--- config.mk ---
export PLATFORM = sky130hd
export DESIGN_NAME = alu_vec_driver_flat
export DESIGN_NICKNAME = d
export VERILOG_FILES = /design/src/rtl/alu_vec_driver_pkg.sv /design/src/rtl/alu_vec_driver_if.sv /design/src/rtl/alu_vec_driver_sat_counter.sv /design/src/rtl/alu_vec_driver.sv /design/src/flat_wrapper.sv
export SDC_FILE = /design/constraint.sdc
export NUM_CORES = 1
export LEC_CHECK = 0
export CAP_MARGIN = 20
export CORE_ASPECT_RATIO = 1.4
export CORE_MARGIN = 2
export CORE_UTILIZATION = 40
export CTS_BUF_LIST = sky130_fd_sc_hd__clkbuf_8
export CTS_CLUSTER_DIAMETER = 30
export DETAILED_ROUTE_END_ITERATION = 10
export DONT_BUFFER_PORTS = 1
export MAX_ROUTING_LAYER = met4
export PLACE_DENSITY_LB_ADDON = 0.08
export SYNTH_ARGS = -nofsm -noshare
export SYNTH_HDL_FRONTEND = slang
export SYNTH_HIERARCHICAL = 1
export SYNTH_SLANG_ARGS = --single-unit
--- constraint.sdc ---
create_clock -name clk -period 3.2 [get_ports clk]
set_input_delay 0.64 -clock clk [delete_from_list [all_inputs] [get_ports clk]]
set_output_delay 0.64 -clock clk [all_outputs]
set_load 0.01 [all_outputs]
--- src/rtl/alu_vec_driver_pkg.sv ---
// Shared types, default widths and the masked-compare helper for the
// ALU vector driver.
package alu_drv_pkg;

  localparam int PI_W_DEF = 10;
  localparam int PO_W_DEF = 6;
  // Widest output bus the compare helper handles; callers zero-extend.
  localparam int PO_W_MAX = 64;

  typedef enum logic [1:0] {
    IDLE   = 2'd0,
    SETTLE = 2'd1,
    RESP   = 2'd2
  } state_e;

  // True when any bit selected by mask differs between po and expv.
  function automatic logic masked_mismatch(input logic [PO_W_MAX-1:0] po,
                                           input logic [PO_W_MAX-1:0] expv,
                                           input logic [PO_W_MAX-1:0] mask);
    return |((po ^ expv) & mask);
  endfunction

endpackage

--- src/rtl/alu_vec_driver_if.sv ---
// Vector-in / result-out streams plus the ALU pin buses.
// master = the driver, slave = the harness that feeds it and hosts the ALU.
interface alu_vec_driver_if #(
  parameter int PI_W = 10,
  parameter int PO_W = 6
) ();

  logic            in_valid;
  logic            in_ready;
  logic [PI_W-1:0] in_pi;
  logic [PO_W-1:0] in_exp;
  logic [PO_W-1:0] in_mask;

  logic [PI_W-1:0] dut_pi;
  logic [PO_W-1:0] dut_po;

  logic            out_valid;
  logic            out_ready;
  logic [PO_W-1:0] out_po;
  logic            out_err;

  modport master (
    input  in_valid, in_pi, in_exp, in_mask, dut_po, out_ready,
    output in_ready, dut_pi, out_valid, out_po, out_err
  );

  modport slave (
    output in_valid, in_pi, in_exp, in_mask, dut_po, out_ready,
    input  in_ready, dut_pi, out_valid, out_po, out_err
  );

endinterface

--- src/rtl/alu_vec_driver_sat_counter.sv ---
// Saturating up-counter with synchronous clear.
module sat_counter #(
  parameter int W = 16
) (
  input  logic         clk,
  input  logic         rst_n,
  input  logic         clr,
  input  logic         inc,
  output logic [W-1:0] q
);

  // Count up on inc, stick at all-ones, clear/reset to zero.
  always_ff @(posedge clk) begin
    // NOTE: reset is synchronous here, so it sits inside the clocked branch
    // and is only seen on a rising edge; state updates use non-blocking (<=)
    // so every flop samples pre-edge values regardless of block ordering.
    if (!rst_n) begin
      q <= '0;
    end else if (clr) begin
      q <= '0;
    end else if (inc && (q != {W{1'b1}})) begin
      q <= q + W'(1);
    end
  end

endmodule

--- src/rtl/alu_vec_driver.sv ---
// Applies one vector at a time to the ALU, waits SETTLE_CYC cycles,
// captures and mask-compares the outputs, and reports the result.
module alu_vec_driver
  import alu_drv_pkg::*;
#(
  parameter int PI_W       = PI_W_DEF,
  parameter int PO_W       = PO_W_DEF,
  parameter int SETTLE_CYC = 2,
  parameter int CNT_W      = 16
) (
  input  logic             clk,
  input  logic             rst_n,
  alu_vec_driver_if.master bus,
  input  logic             clear,
  output logic [CNT_W-1:0] vec_cnt,
  output logic [CNT_W-1:0] err_cnt
);

  // Counter only ever holds SETTLE_CYC-1 down to 0.
  localparam int CW = (SETTLE_CYC > 1) ? $clog2(SETTLE_CYC) : 1;

  state_e          state;
  logic [CW-1:0]   settle_cnt;
  logic [PI_W-1:0] dut_pi_q;
  logic [PO_W-1:0] exp_q;
  logic [PO_W-1:0] mask_q;
  logic [PO_W-1:0] out_po_q;
  logic            out_err_q;
  logic            in_ready_q;
  logic            out_valid_q;
  logic            resp_done;

  assign bus.in_ready  = in_ready_q;
  assign bus.out_valid = out_valid_q;
  assign bus.dut_pi    = dut_pi_q;
  assign bus.out_po    = out_po_q;
  assign bus.out_err   = out_err_q;

  assign resp_done = (state == RESP) && bus.out_ready;

  // Accept -> settle -> capture -> respond sequencer with registered outputs.
  always_ff @(posedge clk) begin
    if (!rst_n) begin
      state       <= IDLE;
      settle_cnt  <= '0;
      dut_pi_q    <= '0;
      exp_q       <= '0;
      mask_q      <= '0;
      out_po_q    <= '0;
      out_err_q   <= 1'b0;
      in_ready_q  <= 1'b1;
      out_valid_q <= 1'b0;
    end else begin
      unique case (state)
        IDLE: begin
          if (bus.in_valid) begin
            dut_pi_q   <= bus.in_pi;
            exp_q      <= bus.in_exp;
            mask_q     <= bus.in_mask;
            settle_cnt <= CW'(SETTLE_CYC - 1);
            in_ready_q <= 1'b0;
            state      <= SETTLE;
          end
        end
        SETTLE: begin
          if (settle_cnt != '0) begin
            settle_cnt <= settle_cnt - CW'(1);
          end else begin
            out_po_q    <= bus.dut_po;
            out_err_q   <= masked_mismatch(PO_W_MAX'(bus.dut_po),
                                           PO_W_MAX'(exp_q),
                                           PO_W_MAX'(mask_q));
            out_valid_q <= 1'b1;
            state       <= RESP;
          end
        end
        RESP: begin
          if (bus.out_ready) begin
            out_valid_q <= 1'b0;
            in_ready_q  <= 1'b1;
            state       <= IDLE;
          end
        end
        default: begin
          out_valid_q <= 1'b0;
          in_ready_q  <= 1'b1;
          state       <= IDLE;
        end
      endcase
    end
  end

  sat_counter #(.W(CNT_W)) u_vec_cnt (
    .clk   (clk),
    .rst_n (rst_n),
    .clr   (clear),
    .inc   (resp_done),
    .q     (vec_cnt)
  );

  sat_counter #(.W(CNT_W)) u_err_cnt (
    .clk   (clk),
    .rst_n (rst_n),
    .clr   (clear),
    .inc   (resp_done & out_err_q),
    .q     (err_cnt)
  );

endmodule

--- src/flat_wrapper.sv ---
// flat-port wrapper written by rule: the top's interface ports become plain ports
module alu_vec_driver_flat import alu_drv_pkg::*;
#(
  parameter int PI_W       = PI_W_DEF,
  parameter int PO_W       = PO_W_DEF,
  parameter int SETTLE_CYC = 2,
  parameter int CNT_W      = 16
)
  (clk, rst_n, clear, vec_cnt, err_cnt, bus_in_valid, bus_in_pi, bus_in_exp, bus_in_mask, bus_dut_po, bus_out_ready, bus_in_ready, bus_dut_pi, bus_out_valid, bus_out_po, bus_out_err);
  alu_vec_driver_if #(.PI_W(PI_W), .PO_W(PO_W)) bus_i ();
  input  logic clk;
  input  logic rst_n;
  input  logic clear;
  output logic [CNT_W-1:0] vec_cnt;
  output logic [CNT_W-1:0] err_cnt;
  input wire logic [$bits(bus_i.in_valid)-1:0] bus_in_valid;
  input wire logic [$bits(bus_i.in_pi)-1:0] bus_in_pi;
  input wire logic [$bits(bus_i.in_exp)-1:0] bus_in_exp;
  input wire logic [$bits(bus_i.in_mask)-1:0] bus_in_mask;
  input wire logic [$bits(bus_i.dut_po)-1:0] bus_dut_po;
  input wire logic [$bits(bus_i.out_ready)-1:0] bus_out_ready;
  output wire logic [$bits(bus_i.in_ready)-1:0] bus_in_ready;
  output wire logic [$bits(bus_i.dut_pi)-1:0] bus_dut_pi;
  output wire logic [$bits(bus_i.out_valid)-1:0] bus_out_valid;
  output wire logic [$bits(bus_i.out_po)-1:0] bus_out_po;
  output wire logic [$bits(bus_i.out_err)-1:0] bus_out_err;
  assign bus_i.in_valid = bus_in_valid;
  assign bus_i.in_pi = bus_in_pi;
  assign bus_i.in_exp = bus_in_exp;
  assign bus_i.in_mask = bus_in_mask;
  assign bus_i.dut_po = bus_dut_po;
  assign bus_i.out_ready = bus_out_ready;
  assign bus_in_ready = bus_i.in_ready;
  assign bus_dut_pi = bus_i.dut_pi;
  assign bus_out_valid = bus_i.out_valid;
  assign bus_out_po = bus_i.out_po;
  assign bus_out_err = bus_i.out_err;
  alu_vec_driver #(.PI_W(PI_W), .PO_W(PO_W), .SETTLE_CYC(SETTLE_CYC), .CNT_W(CNT_W)) u_core (.clk(clk), .rst_n(rst_n), .bus(bus_i), .clear(clear), .vec_cnt(vec_cnt), .err_cnt(err_cnt));
endmodule
## After elaboration in Yosys (flattened, before gate mapping)

Cells that the tools add are included.

- $lt $le $gt $ge: 0
- Bitwise operators: 7
- Div/mod/pow operators: 0
- Muxes and demuxes: 13
- $mul: 0
- $add $sub $neg: 3
- Shift operators: 0
- Equality and inequality tests: 7
- Reduce and logical (&&, ||, !) cells: 13

Operators with widths:

| cell | count |
|---|---|
| 64-bit by 6-bit bitwise AND with 64-bit output | 1 |
| 64-bit OR reduction | 1 |
| 16-bit by 1-bit adder with 16-bit output (second input constant) | 2 |
| 16-bit != test (second input constant) | 2 |
| 3-bit AND reduction | 3 |
| 1-bit 2-to-1 mux | 6 |
| 2-bit 2-to-1 mux | 3 |
| 2-bit != test (second input constant) | 3 |
| 1-bit one-hot mux with 3 select lines | 2 |
| 2-bit one-hot mux with 3 select lines | 1 |
| 2-bit AND reduction | 3 |
| 6-bit XOR | 1 |
| 1-bit inverter | 4 |
| 1-bit logical AND | 3 |
| 2-bit by 1-bit equality test with 1-bit output (second input constant) | 1 |
| 2-bit equality test (second input constant) | 1 |
| 2-bit logical NOT | 1 |
| 1-bit one-hot mux with 2 select lines | 1 |
| 2-bit nonzero test | 1 |
| 2-bit OR reduction | 1 |
| 1-bit bitwise AND | 1 |
| 1-bit subtractor (second input constant) | 1 |

- Output and inout port bits: 51
- Memory bits (writable): 0
- Input bits: 33
- ROM bits: 0
- Memories kept: 0
- Latch bits: 0
- Register bits after elaboration: 66
- Logic and storage cells: 54

## Logic depth before layout (Yosys ltp)

- Depth after elaboration: 4
- Depth in mapped cells: 8
- Depth with buffers taken out: 7

## Cells and area by module

Netlist, hierarchy kept.

By module, submodules not included:

| module | times used | area each (um^2) | seq. area each (um^2) | cells an instance |
|---|---|---|---|---|
| sat_counter | 2 | 864.6 | 320.3 | 91 |
| alu_vec_driver | 1 | 1400.1 | 680.7 | 156 |

## Worst setup path after synthesis

OpenSTA, ideal clock, no wires.

- Kind: input -> register
- Start point: input bus_out_ready
- End point: register u_core.u_err_cnt.q[13]
- Cell stages on the path: 6
- Data arrival time: 2008 ps
- Path buffers: 0
- Path slack: 1121 ps
- Cell sequence: and3_1 -> and2_1 -> and4_2 -> nand3_4 -> or4_1 -> a21oi_1

- Cells in the longest elaborated chain, start to end: 3

RTL lines:

| what | line | source |
|---|---|---|
| start: declaration | flat_wrapper.sv:21 | `input wire logic [$bits(bus_i.out_ready)-1:0] bus_out_ready;` |
| 1-bit logical AND | alu_vec_driver.sv:39 | `assign resp_done = (state == RESP) && bus.out_ready;` |
| 1-bit bitwise AND | alu_vec_driver.sv:105 | `.inc (resp_done & out_err_q),` |
| 1-bit logical AND | alu_vec_driver_sat_counter.sv:21 | `end else if (inc && (q != {W{1'b1}})) begin` |
| end signal: assignment | alu_vec_driver_sat_counter.sv:22 | `q <= q + W'(1);` |
| end: declaration | alu_vec_driver_sat_counter.sv:9 | `output logic [W-1:0] q` |

Every way passes these cells.
A chain may end at the register's enable or synchronous reset.

## Worst setup path in the final report

- Start point: register u_core.state[1]
- End point: register u_core.u_err_cnt.q[9]

- Cells in the longest elaborated chain, start to end: 4

RTL lines:

| what | line | source |
|---|---|---|
| start: declaration | alu_vec_driver.sv:22 | `state_e state;` |
| start signal: assignment | alu_vec_driver.sv:44 | `state <= IDLE;` |
| start signal: assignment | alu_vec_driver.sv:62 | `state <= SETTLE;` |
| start signal: assignment | alu_vec_driver.sv:74 | `state <= RESP;` |
| 2-bit equality test | alu_vec_driver.sv:39 |  |
| 1-bit logical AND | alu_vec_driver.sv:39 |  |
| net u_core.resp_done | alu_vec_driver.sv:31 | `logic resp_done;` |
| 1-bit bitwise AND | alu_vec_driver.sv:105 |  |
| 1-bit logical AND | alu_vec_driver_sat_counter.sv:21 |  |

The timed path passes the listed nets, and every way through them passes these cells.

==> reports/qor.txt <==
status: finished clean
syn_nets: 373
GRT Util Overall: 17.2%
routed len/inst: 15.5 um
hold buffer count at CTS: 0
CTS resizes: 0
placed inst area: 0.00319 mm2
CTS buffer count: 9
CTS H-tree depth: 3
Setup TNS: 0 ns
Syn-to-layout area delta: 10.1%
crit-path max FO: 9
die width: 78.8 um
layout cells sized above 1: 10.5%
Synth Area in Adders: 0.800%
IO Count: 84
RD Place Congestion: 0.780
Critical Path RT: 3.46 ns
Final Slew Violations: 0
Worst Setup End Kind: register
worst-margin pin slew: 0.827 ns
Clock transition at path regs: 0.07 ns
total wire length: 6.89 mm
CTS tree: done
Post-Synth XOR/XNOR Area: 3.92%
die footprint: 0.00856 mm2
first-pass GRT wire length: 11.1 mm
HP Class: primary input to register
post-route cell area: 0.00344 mm2
largest family of logic cells by synthesized area: simple AND/OR/NAND/NOR gates
setup bufs post-CTS: 0
post-synthesis simple-gate area fraction: 27.9%
WS Path Type: register to register
layout net count: 374
multiplexer share of the synthesized area: 2.56%
largest net degree at the start of global routing: 39
slowest stage delay, CP: 0.48 ns
Worst Path Arrival: 2.44 ns
number of synthesized flops with an enable pin: 0
PortBufs: 0
Tcrit/Tclk final: 68.1%
antenna cells: 0
sequential-to-total area share from yosys stat: 42.2%
Mapped Area: 0.00313 mm2
Remaining DRCs: 0
worst-path cell chain: and3_1 > and2_1 > and4_2 > nand3_4 > or4_1 > a21oi_1
RSZ-0062 raised after global routing: no
Max-slew headroom: 44.6%
crit path time final: 2.18 ns
area of the core: 0.00765 mm2
MaxCap Viol Count: 0
Initial Utilization: 40.9%
Fin. Hold Viols: 0
total clock sinks: 66
most frequently used flop master after synthesis: dfxtp_1
vias in the first global route: 2441
Leakage Power: 0.00124 uW
grt total ovfl: 0
Die Ht: 109 um
ys async rst share: 0%
initial antenna violation count: 0
Avg Vias per Cell: 5.53
Root Buffer: clkbuf_8
final core utilization: 45.0%
vias: 2457
clk_lat worst skew: 0.34 ns
row cnt: 38
Power Dens Cells: 537 mW/mm2
Setup Skew: 0.00578 ns
syn_area_per_cell: 9.26 um2
CP max stage cell: dfxtp_1
Warnings, synthesis: 6
Iter 0 DRT Violations: 97
FMAX: 459 MHz
Yosys cell types: 48
Yosys reg bits: 66
First-pass DRT Iterations: 4
Post-Syn Instances: 338
DRT antenna net count: 0
largest buffer count on any clock path: 2
compound-gate portion of the synthesized area: 19.6%
DPL Wire Length: 4.96 mm
Critical Path Start Type: register
# setup viols final: 0
VDD IR max: 0.257 mV
==> cells in the final DEF (no fill, tap or decap), drive strengths merged, types with 7 or more instances in the layout <==
master / netlist / layout
nand2: 57 / 57
nor2: 22 / 22
xor2: 12 / 12
and2: 7 / 7
nand3: 10 / 10
mux2i: 8 / 8
dfxtp: 66 / 66
a21boi: 24 / 24
clkbuf: 5 / 11
a21oi: 12 / 12
nand4: 8 / 8
nor2b: 10 / 10
o21ai: 12 / 12
==> Yosys cell counts, drive strengths merged, types with 6 or more instances <==
cell    count  area share (%)
a21oi      12             1.9
buf         6             1.6
mux2i       8             2.6
a21boi     24             5.8
and4        6             1.8
nand4       8             3.5
nand2      57             6.8
and2        7             1.4
inv         6            0.72
nor2       22             2.6
nor4        6             1.2
o41ai       6             2.9
o311ai      6             2.2
nor2b      10             2.0
xor2       12             3.4
nand3      10             2.4
o21ai      12             1.9
dfxtp      66              42
==> cell families (layout without fill, tap and decap cells) <==
family                     Yosys count  after routing
muxes                                8              8
DFF                                 66             66
adders and majority gates            2              2
buffers and inverters               17             23
AOI/OAI and AO/OA                   79             79
xor gates and xnor gates            14             14
and+or+nand+nor                    152            152
==> state kept, by name, summed over array words and instances (netlist names) <==
name	flops
u_core/mask_q	6
u_core/settle_cnt	1
u_core/state	2
u_core/u_vec_cnt/q	16
u_core/u_err_cnt/q	16
u_core/bus.in_ready	1
u_core/exp_q	6
u_core/bus.out_err	1
u_core/bus.out_po	6
u_core/bus.dut_pi	10
u_core/bus.out_valid	1
==> metal layers <==
layer | GRT usage, % | vias to the layer above | wire length [um]
met5 | - | - | 0
met4 | 9.77 | 0 | 127
met3 | 3.56 | 9 | 427
met2 | 28.9 | 66 | 3480
met1 | 18.9 | 1158 | 2850
li1 | - | 1224 | -
==> metrics by stage <==
| stage | worst slack (ns) | cells | hold WS, ns | total power, uW |
|---|---|---|---|---|
| 2_1_floorplan | 1.12 | 338 | 0.434 | 987 |
| 3_3_place_gp | 0.942 | 428 | 0.443 | 998 |
| 3_5_place_dp | 0.895 | 428 | 0.450 | 1000 |
| 4_1_cts | 0.989 | 444 | 0.361 | 1890 |
| 5_1_grt | 0.880 | 444 | 0.380 | 1930 |
| 6_report | 1.02 | 444 | 0.393 | 1850 |
==> layout make-up <==
class                           count  area, um2
Clock buffer                       11        151
Clock inverter                      5        100
Fill cell                         752       4210
Inverter                            6       22.5
Multi-Input combinational cell    255       1720
Sequential cell                    66       1320
Tap cell                          100        125
Timing Repair Buffer                1       7.51
==> critical path, delay by kind of cell, from the launching register on <==
family	cells	cell delay, ns
and+or+nand+nor	5	1.47
AOI/OAI and AO/OA	1	0.15
DFF	1	0.48
==> path summary, 6_finish.rpt <==
path              cells after the start                                 end  slack, ns                     startpoint
setup / recovery                      6  u_core/u_err_cnt/q[9]$_SDFFE_PP0P_       1.02   u_core/state[1]$_SDFFE_PN0P_
hold / removal                        1    u_core/bus.in_ready$_SDFFE_PN1P_       0.39                          rst_n
setup reg to reg                      6  u_core/u_err_cnt/q[9]$_SDFFE_PP0P_       1.02   u_core/state[1]$_SDFFE_PN0P_
hold reg to reg                       2       u_core/mask_q[4]$_SDFFE_PN0P_       0.46  u_core/mask_q[4]$_SDFFE_PN0P_
==> power by group <==
| group | switching (uW) | leakage (uW) | total, uW | internal [uW] |
|---|---|---|---|---|
| Sequential | 30.8 | 0.000537 | 882 | 852 |
| Clock | 314 | 0.000129 | 872 | 557 |
| Combinational | 53.2 | 0.000572 | 96.2 | 42.9 |
Note: power is estimated with default switching activity, not from simulation.
